**config.mk**
```make
export PLATFORM = sky130hd
export DESIGN_NAME = dmem_arbiter
export DESIGN_NICKNAME = d
export VERILOG_FILES = /design/src/rtl/dmem_arbiter.sv
export SDC_FILE = /design/constraint.sdc
export NUM_CORES = 1
export LEC_CHECK = 0
export CAP_MARGIN = 20
export CORE_MARGIN = 4
export CORE_UTILIZATION = 34
export DETAILED_ROUTE_END_ITERATION = 12
export GPL_TIMING_DRIVEN = 0
export HOLD_SLACK_MARGIN = 0.03
export PLACE_DENSITY = 0.79
export RECOVER_POWER = 50
export REMOVE_ABC_BUFFERS = 1
export SYNTH_ARGS = -nofsm -noshare
export SYNTH_HDL_FRONTEND = slang
export SYNTH_SLANG_ARGS = --single-unit
```
**constraint.sdc**
```tcl
create_clock -name clock -period 2.3 [get_ports clock]
set_clock_uncertainty 0.2 [all_clocks]
set_input_delay 0.46 -clock clock [delete_from_list [all_inputs] [get_ports clock]]
set_output_delay 0.46 -clock clock [all_outputs]
set_load 0.03 [all_outputs]
```
**src/rtl/dmem_arbiter.sv**
```systemverilog
// dmem_arbiter: shares the single-port data RAM between the processor
// and one secondary requester; the processor wins, with bounded starvation.
module dmem_arbiter #(
    parameter int STARVE_LIMIT = 15,
    parameter int CNT_W        = 8
) (
    input  logic        clock,
    input  logic        reset,
    input  logic        proc_active,
    input  logic        proc_wren,
    input  logic [11:0] proc_addr,
    input  logic [31:0] proc_data,
    output logic [31:0] proc_q,
    output logic        proc_stall,
    input  logic        periph_req,
    input  logic        periph_we,
    input  logic [11:0] periph_addr,
    input  logic [31:0] periph_wdata,
    output logic        periph_busy,
    output logic        periph_ack,
    output logic [31:0] periph_rdata,
    output logic        ram_wEn,
    output logic [11:0] ram_addr,
    output logic [31:0] ram_dataIn,
    input  logic [31:0] ram_dataOut
);

    typedef enum logic [1:0] {
        IDLE,
        PEND,
        RESP
    } state_t;

    state_t           state;
    state_t           state_next;
    logic [CNT_W-1:0] wait_cnt;
    logic             lat_we;
    logic [11:0]      lat_addr;
    logic [31:0]      lat_wdata;
    logic             at_limit;
    logic             grant;

    assign at_limit = (wait_cnt == CNT_W'(STARVE_LIMIT));

    always_comb begin
        state_next = state;
        grant      = 1'b0;
        proc_stall = 1'b0;
        unique case (state)
            IDLE: begin
                if (periph_req) state_next = PEND;
            end
            PEND: begin
                grant      = !proc_active || at_limit;
                proc_stall = proc_active && at_limit;
                if (grant) state_next = RESP;
            end
            RESP: begin
                state_next = IDLE;
            end
            default: begin
                state_next = IDLE;
            end
        endcase
        // Reset keeps the RAM on the processor so a granted write is dropped.
        if (reset) begin
            grant      = 1'b0;
            proc_stall = 1'b0;
        end
    end

    assign ram_wEn    = grant ? lat_we    : proc_wren;
    assign ram_addr   = grant ? lat_addr  : proc_addr;
    assign ram_dataIn = grant ? lat_wdata : proc_data;
    assign proc_q     = ram_dataOut;

    always_ff @(posedge clock) begin
        if (reset) begin
            state        <= IDLE;
            wait_cnt     <= '0;
            lat_we       <= 1'b0;
            lat_addr     <= '0;
            lat_wdata    <= '0;
            periph_busy  <= 1'b0;
            periph_ack   <= 1'b0;
            periph_rdata <= '0;
        end else begin
            state      <= state_next;
            periph_ack <= (state == RESP);
            if (state == IDLE && periph_req) begin
                lat_we      <= periph_we;
                lat_addr    <= periph_addr;
                lat_wdata   <= periph_wdata;
                wait_cnt    <= '0;
                periph_busy <= 1'b1;
            end
            if (state == PEND && !grant && !at_limit) begin
                wait_cnt <= wait_cnt + CNT_W'(1);
            end
            // Read data comes back one edge after the granted access.
            if (state == RESP) begin
                periph_rdata <= ram_dataOut;
                periph_busy  <= 1'b0;
            end
        end
    end

endmodule

```
==> impl_metrics.json, run 1 <==
{
  "outcome": "complete, but fails checks",
  "violations": "negative setup slack",
  "drcViolationCount": 0,
  "fin_nets": 754,
  "worst_setup_path_start_kind": "flop",
  "regArea_um2": 1798,
  "hold_class": "input pin to flop",
  "min_period_ns": 2.874,
  "first_iter_violations": 229,
  "die_w_um": 116.9,
  "ys_async_sr_fraction_pct": 0,
  "dp_slack_ns": -1.205,
  "timing.hold.ws_ns": 0.2085,
  "design_area_um2": 6927,
  "rsz0062_at_grt": "true",
  "antenna_cells": 0,
  "finalHoldViolCount": 0,
  "netlist_area_um2": 4030,
  "ios": 238,
  "synth_edf_count": 0,
  "cap_violations": 0,
  "critPathMaxFanout": 16,
  "reg2reg_to": "wait_cnt[5]",
  "numCtsBuffers": 9,
  "total_power_mw": 4.257,
  "cts_tree": "built",
  "synth_warnings": 0,
  "fill_cells": 956,
  "portBuffers": 237,
  "grt_use_total_pct": 18.31,
  "p_per_area_nw_per_um2": 614.5,
  "grt_pass1_wl_um": 19500,
  "synth.yosys.seq_area_share_pct": 44.21,
  "dp_hpwl_um": 9602,
  "slew_viol_final": 0,
  "place.gp.congestion": 0.8065,
  "core_area_um2": 11520,
  "multiInputGateArea_um2": 1886,
  "grt_pass1_vias": 3837,
  "wl_per_cell_um": 17.17,
  "ir_drop_mv": 0.4319,
  "drive_above_1_share_pct": 22.63,
  "vias": 3878,
  "sw_frac_of_total_pct": 25.85,
  "cp-startpoint": "wait_cnt[0]",
  "comb_power_share_pct": 22.0,
  "switchingPower_mw": 1.100,
  "placed_cell_area_um2": 6312,
  "rrSetupSlack_ns": 0.25,
  "syn_to_final_growth_pct": 71.87,
  "clockBufferDepth": 2,
  "die_h_um": 116.9,
  "power.clock.fraction_pct": 39.4,
  "cp-end-kind": "output port",
  "holdCritStartpoint": "reset",
  "gr-total-overflow": 0,
  "seq_power_share_pct": 38.6,
  "grt_max_degree": 52,
  "fin_crit_sh_pct": 125.0,
  "syn_area_per_cell_um2": 9.641,
  "p_leak_nw": 2.957,
  "start_util_pct": 35.00,
  "rr_startpoint": "wait_cnt[4]",
  "die_area_um2": 13660,
  "cts-root-buf": "clkbuf_16",
  "synth.distinct_cells": 36,
  "antenna_left": 0,
  "cts.clk_slew.worst_paths_ns": 0.06,
  "relSlewSlack_pct": 43.22,
  "first_pass_iters": 4,
  "setup_viol": 46,
  "p_int_mw": 3.157,
  "crit_arrival_ns": 2.21,
  "routed_wirelength_um": 13310,
  "ys_ff_latch": 89,
  "min_to": "state[0]",
  "synthCells": 418,
  "grt_antenna_before_repair": 1,
  "finalWorstSetupSlack_ns": -0.5739,
  "holdPathStages": 2,
  "crit_type": "flop to output port",
  "synthFlopType": "dfxtp_1",
  "tightestPinTransition_ns": 0.8497,
  "clock.fmax_ghz": 0.3480,
  "rows": 39,
  "vias_per_cell": 5.004,
  "critPathRequiredTime_ns": 1.64,
  "ff2ff_path_depth": 5,
  "cts.sink_count": 89,
  "clkLatencyLatePin_ns": 0.33,
  "utilization_pct": 60.15,
  "htree_levels": 3
}
[cells by family (layout without fill, tap and decap cells)]
family | after synthesis | count (layout) | synth area share, %
AO/OA/AOI/OAI | 94 | 94 | 15.43
XOR/XNOR | 2 | 2 | 0.4347
adder cells (fa/ha/maj) | 1 | 1 | 0.3104
buffers and inverters | 66 | 280 | 10.06
flip-flops | 89 | 89 | 44.21
multiplexers | 46 | 46 | 16.45
AND/OR/NAND/NOR | 120 | 120 | 13.10
[worst max-delay path: stages (launching register included)]
cell and delay [ns]:
dfxtp_4 0.36, ha_4 0.15, and3_4 0.20, nand2_2 0.07, a211o_4 0.44, buf_12 0.19
mux2_4 0.31, buf_6 0.14
[Yosys cell counts (all sizes together), types with 2 or more instances]
cell type | instances | area share [%]
a21oi | 50 | 6.2
nand2 | 95 | 8.9
or4 | 2 | 0.37
o311ai | 2 | 0.43
o221ai | 2 | 0.43
a22o | 32 | 7.0
and3 | 3 | 0.47
buf | 41 | 7.7
clkbuf | 19 | 1.8
mux2 | 45 | 16
inv | 6 | 0.56
o21ai | 2 | 0.25
or3 | 2 | 0.31
dfxtp | 89 | 44
nor2 | 4 | 0.37
nand3 | 7 | 0.87
a211o | 2 | 0.43
nor3b | 2 | 0.37
[state kept, by name (all words and copies together), names as in the netlist]
register / cells
periph_rdata: 32
lat_we: 1
periph_busy: 1
lat_wdata: 32
state: 2
periph_ack: 1
lat_addr: 12
wait_cnt: 8
[cell type report]
| class | count | area share, % |
|---|---|---|
| timing repair buffer | 258 | 38.95 |
| multi-input combinational | 263 | 27.22 |
| sequential | 89 | 25.96 |
| clock buffer | 9 | 3.251 |
| tap | 143 | 2.583 |
| clock inverter | 7 | 1.716 |
| inverter | 6 | 0.3251 |
[cells in the final DEF, fill, tap and decap left out, drive strengths merged, types with 3 or more instances in the layout]
cell type	count
clkdlybuf4s50	170
nand2	95
dfxtp	89
buf	65
a21oi	50
mux2	45
a22o	32
clkbuf	12
dlygate4sd2	11
dlymetal6s2s	8
nand3	7
inv	6
nor2	4
bufinv	3
and3	3
[per-layer routing]
metal | share of wire [%] | global-route usage (%) | up-vias
met3 | 11 | 7.249 | 19
met5 | 0 | 0 | -
met1 | 39 | 20.68 | 1793
met4 | 1.6 | 6.422 | 0
li1 | - | - | 1841
met2 | 48 | 31.40 | 225
[power groups by stage]
| stage | Sequential [mW] | Combinational [mW] | Clock [mW] |
|---|---|---|---|
| 3_5_place_dp | 1.68 | 0.908 | 0 |
| 3_3_place_gp | 1.67 | 0.888 | 0 |
| 5_1_grt | 1.65 | 0.991 | 1.82 |
| 2_1_floorplan | 1.70 | 0.336 | 0 |
| 6_report | 1.64 | 0.937 | 1.68 |
| 4_1_cts | 1.64 | 0.942 | 1.74 |
[stage by stage]
| step | cells | setup TNS [ns] |
|---|---|---|
| detailed placement | 745 | -53.76 |
| global placement | 738 | -466.66 |
| global route | 775 | -28.07 |
| CTS | 770 | -23.95 |
| finish | 775 | -24.98 |
| floorplan | 358 | -132.12 |
[worst max path at each step]
stage	depth (start not counted)	endpoint
floorplan	3	wait_cnt[6]
global placement	4	ram_wEn
detailed placement	5	ram_wEn
CTS	6	ram_dataIn[13]
global route	6	ram_addr[7]
finish	7	ram_addr[7]
[what timing repair did]
action	4_1_cts	5_1_grt
setup endpoints to repair	57	54
pin swaps	3	3
resized for setup	344	11
cloned	2	1
setup buffers	7	3
hold endpoints to repair	0	0
hold buffers	0	0
No activity file was read; power rests on OpenSTA's default activity.
==> inputs of run 2 (changes only) <==
Settings changed: ABC_AREA set to 1, CORE_UTILIZATION 34 to 35, PLACE_DENSITY 0.79 to 0.8.
==> impl_metrics.json, run 2 <==
{
  "start_util_pct": 35.90,
  "syn_to_final_growth_pct": 78.88,
  "synthMuxAreaShare_pct": 0,
  "synth_top_family_by_area": "simple AND/OR/NAND/NOR gates",
  "die_area_um2": 13510,
  "core_area_um2": 11420,
  "gr-total-overflow": 0,
  "die_h_um": 116.2,
  "syn_area_per_cell_um2": 6.866,
  "first_pass_iters": 4,
  "yosys-top-cells-count": "208 x nand2_1, 101 x nor2_1, 89 x dfxtp_1",
  "holdBufCountCts": 0,
  "synth_warnings": 0,
  "synthFlopType": "dfxtp_1",
  "utilization_pct": 64.21,
  "cts_tree": "built",
  "finalSetupTns_ns": -8.814,
  "grt_pass1_wl_um": 23580,
  "grt_max_degree": 56,
  "cap_violations": 0,
  "vias": 4591,
  "netlist_area_um2": 4099,
  "crit_arrival_ns": 1.87,
  "cp-end-kind": "output port",
  "violations": "negative setup slack",
  "drive_above_1_share_pct": 20.02,
  "synth_compound_area_share_pct": 7.143,
  "regArea_um2": 1784,
  "outcome": "complete, but fails checks",
  "synth_top_area_share_pct": 43.47,
  "final_cell_mix": "163 x nand2_1, 129 x clkdlybuf4s50_1, 100 x nor2_1, 87 x dfxtp_1",
  "p_int_mw": 3.053,
  "hold_class": "flop to flop",
  "place.gp.congestion": 0.7893,
  "yosysTopAreaCell": "dfxtp_1",
  "dp_slack_ns": -1.597,
  "antenna_left": 0,
  "ir_drop_mv": 0.4520,
  "switchingPower_mw": 1.197,
  "ys_async_sr_fraction_pct": 0,
  "cts-root-buf": "clkbuf_16",
  "synth_edf_count": 0,
  "fill_cells": 986,
  "synth.distinct_cells": 28,
  "min_period_ns": 2.533,
  "dp_hpwl_um": 9451,
  "numCtsBuffers": 9,
  "timing.hold.ws_ns": 0.2636,
  "ios": 238,
  "drcViolationCount": 0,
  "crit_type": "flop to output port",
  "die_w_um": 116.2,
  "relSlewSlack_pct": 57.51,
  "antenna_cells": 0,
  "sw_frac_of_total_pct": 28.17,
  "synth-adder-area-share_pct": 0.3053,
  "rsz0062_at_grt": "true",
  "setup_viol": 48,
  "portBuffers": 237,
  "tightestPinTransition_ns": 0.6373,
  "clock.fmax_ghz": 0.3948,
  "finalWorstSetupSlack_ns": -0.2329,
  "p_leak_nw": 3.388,
  "total_power_mw": 4.250,
  "synth-simple-area-share_pct": 37.42,
  "synthCells": 597,
  "grt_pass1_vias": 4594,
  "power.clock.fraction_pct": 35.5,
  "slew_viol_final": 0,
  "synth_most_common_cell": "nand2_1",
  "clockBufferDepth": 2,
  "vias_per_cell": 4.748,
  "top_regs": "lat_wdata x32, periph_rdata x32, lat_addr x12",
  "p_per_area_nw_per_um2": 579.6,
  "finalHoldViolCount": 0,
  "seq_power_share_pct": 39.8,
  "fin_nets": 948,
  "cts.clk_slew.worst_paths_ns": 0.06,
  "final_common_cell": "nand2_1",
  "comb_power_share_pct": 24.7,
  "routed_wirelength_um": 16290,
  "wl_per_cell_um": 16.84,
  "synth_area_leaders": "dfxtp_1 43%, nand2_1 19%, nor2_1 9.2%",
  "multiInputGateArea_um2": 2175,
  "fin_crit_sh_pct": 110.1,
  "worst_setup_path_start_kind": "flop",
  "synth-xor-area-share_pct": 0.2137,
  "htree_levels": 3,
  "grt_antenna_before_repair": 0,
  "critPathRequiredTime_ns": 1.64,
  "cts.sink_count": 89,
  "grt_use_total_pct": 22.77,
  "rows": 39,
  "ys_ff_latch": 89,
  "critPathMaxFanout": 6,
  "clkLatencyLatePin_ns": 0.33,
  "first_iter_violations": 300,
  "synth.yosys.seq_area_share_pct": 43.47
}
==> run 2: cell count changes after synthesis, moves of 3 or more <==
cell      before  now
nand2_1       94  208
nor2_1         4  101
o21ai_0        1   48
nand3_1        7   50
a21oi_1       50    8
mux2_4        39    0
a22o_1        32    0
buf_2          0   14
clkbuf_1      19   13
mux2_2         6    0
and3_1         3    0
==> run 2: worst max-delay path, stage by stage, from the launching register on <==
cell and delay, ns:
dfxtp_2 0.36, ha_4 0.15, nand2_4 0.06, nor2_4 0.11, nand3_4 0.11, nand2_8 0.10
nand2_8 0.08, buf_12 0.17, buf_16 0.15, nand2_2 0.05, nand2_1 0.06, buf_6 0.14
==> run 2: power by group through the flow <==
stage | combinational (mW) | clock [mW] | sequential, mW
4_1_cts | 1.02 | 1.55 | 1.69
6_report | 1.05 | 1.51 | 1.69
5_1_grt | 1.13 | 1.61 | 1.70
2_1_floorplan | 0.347 | 0 | 1.73
3_5_place_dp | 0.934 | 0 | 1.71
3_3_place_gp | 0.923 | 0 | 1.71
==> run 2: metrics by stage <==
step / instance area (µm²) / std cells
3_3_place_gp: 6227 / 911
6_report: 7332 / 967
3_5_place_dp: 6275 / 913
4_1_cts: 7112 / 959
5_1_grt: 7332 / 967
2_1_floorplan: 3676 / 531
==> run 2: final timing paths <==
path	cells past startpoint	slack, ns	from	endpoint
worst max-delay path	11	-0.23	wait_cnt[0]	ram_dataIn[13]
worst min-delay path	2	0.26	periph_rdata[12]	periph_rdata[12]
worst max register to register	7	-0.01	state[1]	periph_rdata[16]
worst min register to register	2	0.26	periph_rdata[12]	periph_rdata[12]
==> run 2: what timing repair did <==
| item | CTS | global route |
|---|---|---|
| buffers inserted | 22 | 6 |
| cloned | 10 | 2 |
| pin swaps | 17 | 15 |
| hold endpoints to repair | 0 | 0 |
| resized for setup | 379 | 77 |
| setup endpoints to repair | 133 | 92 |
==> run 2: logic make-up (layout without fill, tap and decap cells) <==
kind of cell / Yosys count / count (layout)
compound gates: 57 / 57
fa+ha+maj: 1 / 1
buf+inv: 77 / 299
flops: 89 / 89
xor+xnor: 1 / 1
simple gates: 372 / 377
==> run 2: final cells by class <==
cell class              count  area share [%]
clock buffers              10           3.123
clock inverters             4          0.9556
inverters                  11          0.9386
multi-input cells         436           29.66
flip-flops and latches     89           24.33
well taps                 143           2.440
repair buffers            268           37.42
repair inverters            6           1.126
==> run 2: layer usage <==
| layer | part of all wire [%] | vias to the layer above | track usage, % |
|---|---|---|---|
| met4 | 1.5 | 0 | 8.121 |
| li1 | - | 2313 | - |
| met5 | 0 | - | 0 |
| met1 | 38 | 2065 | 25.14 |
| met3 | 12 | 14 | 10.88 |
| met2 | 49 | 199 | 38.25 |
==> inputs of run 3 (changes only) <==
Settings changed: CAP_MARGIN 20 to unset, CORE_MARGIN 4 to 2.
==> impl_metrics.json, run 3 (same netlist as run 2, synthesis figures left out) <==
{
  "outcome": "complete, but fails checks",
  "violations": "negative setup slack",
  "routed_wirelength_um": 15810,
  "final_cells": 962,
  "htree_levels": 3,
  "p_leak_nw": 3.462,
  "clock.fmax_ghz": 0.3879,
  "multiInputGateArea_um2": 2367,
  "cap_violations": 0,
  "die_h_um": 112.2,
  "portBuffers": 237,
  "vias": 4688,
  "grt_pass1_wl_um": 24160,
  "rr_startpoint": "state[1]",
  "hold_class": "flop to flop",
  "first_iter_violations": 257,
  "critPathRequiredTime_ns": 1.64,
  "setup_viol": 45,
  "clkLatencyLatePin_ns": 0.33,
  "cp-startpoint": "wait_cnt[0]",
  "dp_slack_ns": -1.686,
  "crit_arrival_ns": 1.92,
  "final_cell_mix": "122 x nand2_1, 113 x clkdlybuf4s50_1, 101 x nor2_1, 87 x dfxtp_1, 60 x nand2_2",
  "antenna_cells": 0,
  "drcViolationCount": 0,
  "p_per_area_nw_per_um2": 572.9,
  "cts.clk_slew.worst_paths_ns": 0.07,
  "die_w_um": 112.2,
  "gr-total-overflow": 0,
  "cts-root-buf": "clkbuf_16",
  "rsz0062_at_grt": "true",
  "numCtsBuffers": 9,
  "cts_tree": "built",
  "grt_use_total_pct": 24.49,
  "cp-end-kind": "output port",
  "dr_wl_met2_um": 7639,
  "antenna_left": 0,
  "met3_length_um": 1730,
  "switchingPower_mw": 1.262,
  "reg2reg_to": "periph_rdata[4]",
  "power.clock.fraction_pct": 35.0,
  "design_area_um2": 7420,
  "cts.sink_count": 89,
  "fill_cells": 983,
  "ir_drop_mv": 0.3481,
  "rrSetupSlack_ns": 0.11,
  "dp.cells": 912,
  "critPathMaxFanout": 7,
  "holdBufCountCts": 0,
  "ios": 238,
  "relSlewSlack_pct": 21.09,
  "start_util_pct": 35.90,
  "routedLengthMet1_um": 6172,
  "worst_setup_path_start_kind": "flop",
  "regArea_um2": 1784,
  "grt_max_degree": 56,
  "slew_viol_final": 0,
  "wl_per_cell_um": 16.44,
  "crit_type": "flop to output port",
  "seq_power_share_pct": 40.0,
  "fin_nets": 941,
  "timing.hold.ws_ns": 0.2671,
  "vias_per_cell": 4.873,
  "ff2ff_path_depth": 7,
  "cp-endpoint": "ram_dataIn[22]",
  "die_area_um2": 12590,
  "p_int_mw": 2.989,
  "comb_power_share_pct": 25.0,
  "syn_to_final_growth_pct": 81.01,
  "tightestPinTransition_ns": 1.182,
  "placed_cell_area_um2": 6247,
  "place.gp.congestion": 0.8080,
  "final_common_cell": "nand2_1",
  "core_area_um2": 11420,
  "topRoutingLayerUsed": "met4",
  "sw_frac_of_total_pct": 29.69,
  "drive_above_1_share_pct": 23.93,
  "grt_antenna_before_repair": 0,
  "first_pass_iters": 6,
  "grt_pass1_vias": 4526,
  "clockBufferDepth": 2,
  "top_regs": "lat_wdata x32, periph_rdata x32, lat_addr x12",
  "rows": 39,
  "min_period_ns": 2.578,
  "finalWorstSetupSlack_ns": -0.2780,
  "dp_hpwl_um": 8950,
  "finalHoldViolCount": 0,
  "fin_crit_sh_pct": 112.1
}
[run 3: through the flow]
stage                     power (mW)  setup TNS (ns)  util (%)
final                          4.251          -9.770     64.98
after global routing           4.430          -13.35     64.98
after CTS                      4.276          -10.41     64.09
after detailed placement       2.642         -137.25     54.71
after global placement         2.630         -176.07     54.54
after floorplan                2.080               0         -
[run 3: final cells by class]
class / count / share of cell area, %
clock buffers: 12 / 3.322
clock inverters: 4 / 0.7083
inverters: 11 / 1.012
multi-input cells: 437 / 31.91
flip-flops and latches: 89 / 24.05
well taps: 143 / 2.411
repair buffers: 262 / 35.43
repair inverters: 4 / 1.164
[run 3: worst max-delay path, stage by stage (launching register included)]
cell and delay [ns]:
dfxtp_2 0.37, ha_4 0.16, nand2_4 0.06, nor2_4 0.12, nand3_4 0.12, nand2_8 0.11
buf_12 0.16, buf_12 0.12, nand2_8 0.09, nand2_2 0.10, nand2_2 0.06, buf_6 0.13
[run 3: power by group through the flow]
stage | clock network, mW | registers, mW | logic [mW]
2_1_floorplan | 0 | 1.73 | 0.347
3_3_place_gp | 0 | 1.71 | 0.922
3_5_place_dp | 0 | 1.71 | 0.930
4_1_cts | 1.52 | 1.69 | 1.06
5_1_grt | 1.59 | 1.71 | 1.14
6_report | 1.49 | 1.70 | 1.06
[run 3: how the worst min path moves through the flow]
stage,slack [ns],start,cells after the start,endpoint
2_1_floorplan,0.26,lat_addr[0],2,lat_addr[0]
3_3_place_gp,0.26,periph_rdata[4],2,periph_rdata[4]
3_5_place_dp,0.26,periph_rdata[16],2,periph_rdata[16]
4_1_cts,0.27,periph_rdata[16],2,periph_rdata[16]
5_1_grt,0.28,periph_rdata[3],2,periph_rdata[3]
6_report,0.27,periph_rdata[16],2,periph_rdata[16]
[run 3: metal layers]
layer | track usage, % | vias to the layer above
met5 | 0 | -
met4 | 7.724 | 0
met3 | 10.10 | 16
met2 | 40.72 | 220
met1 | 28.91 | 2154
li1 | - | 2298
[run 3: repair_timing]
item,CTS,global route
resized for setup,451,55
endpoints found under the setup margin,143,84
setup buffers,22,3
gates cloned,10,0
pin swaps,21,21
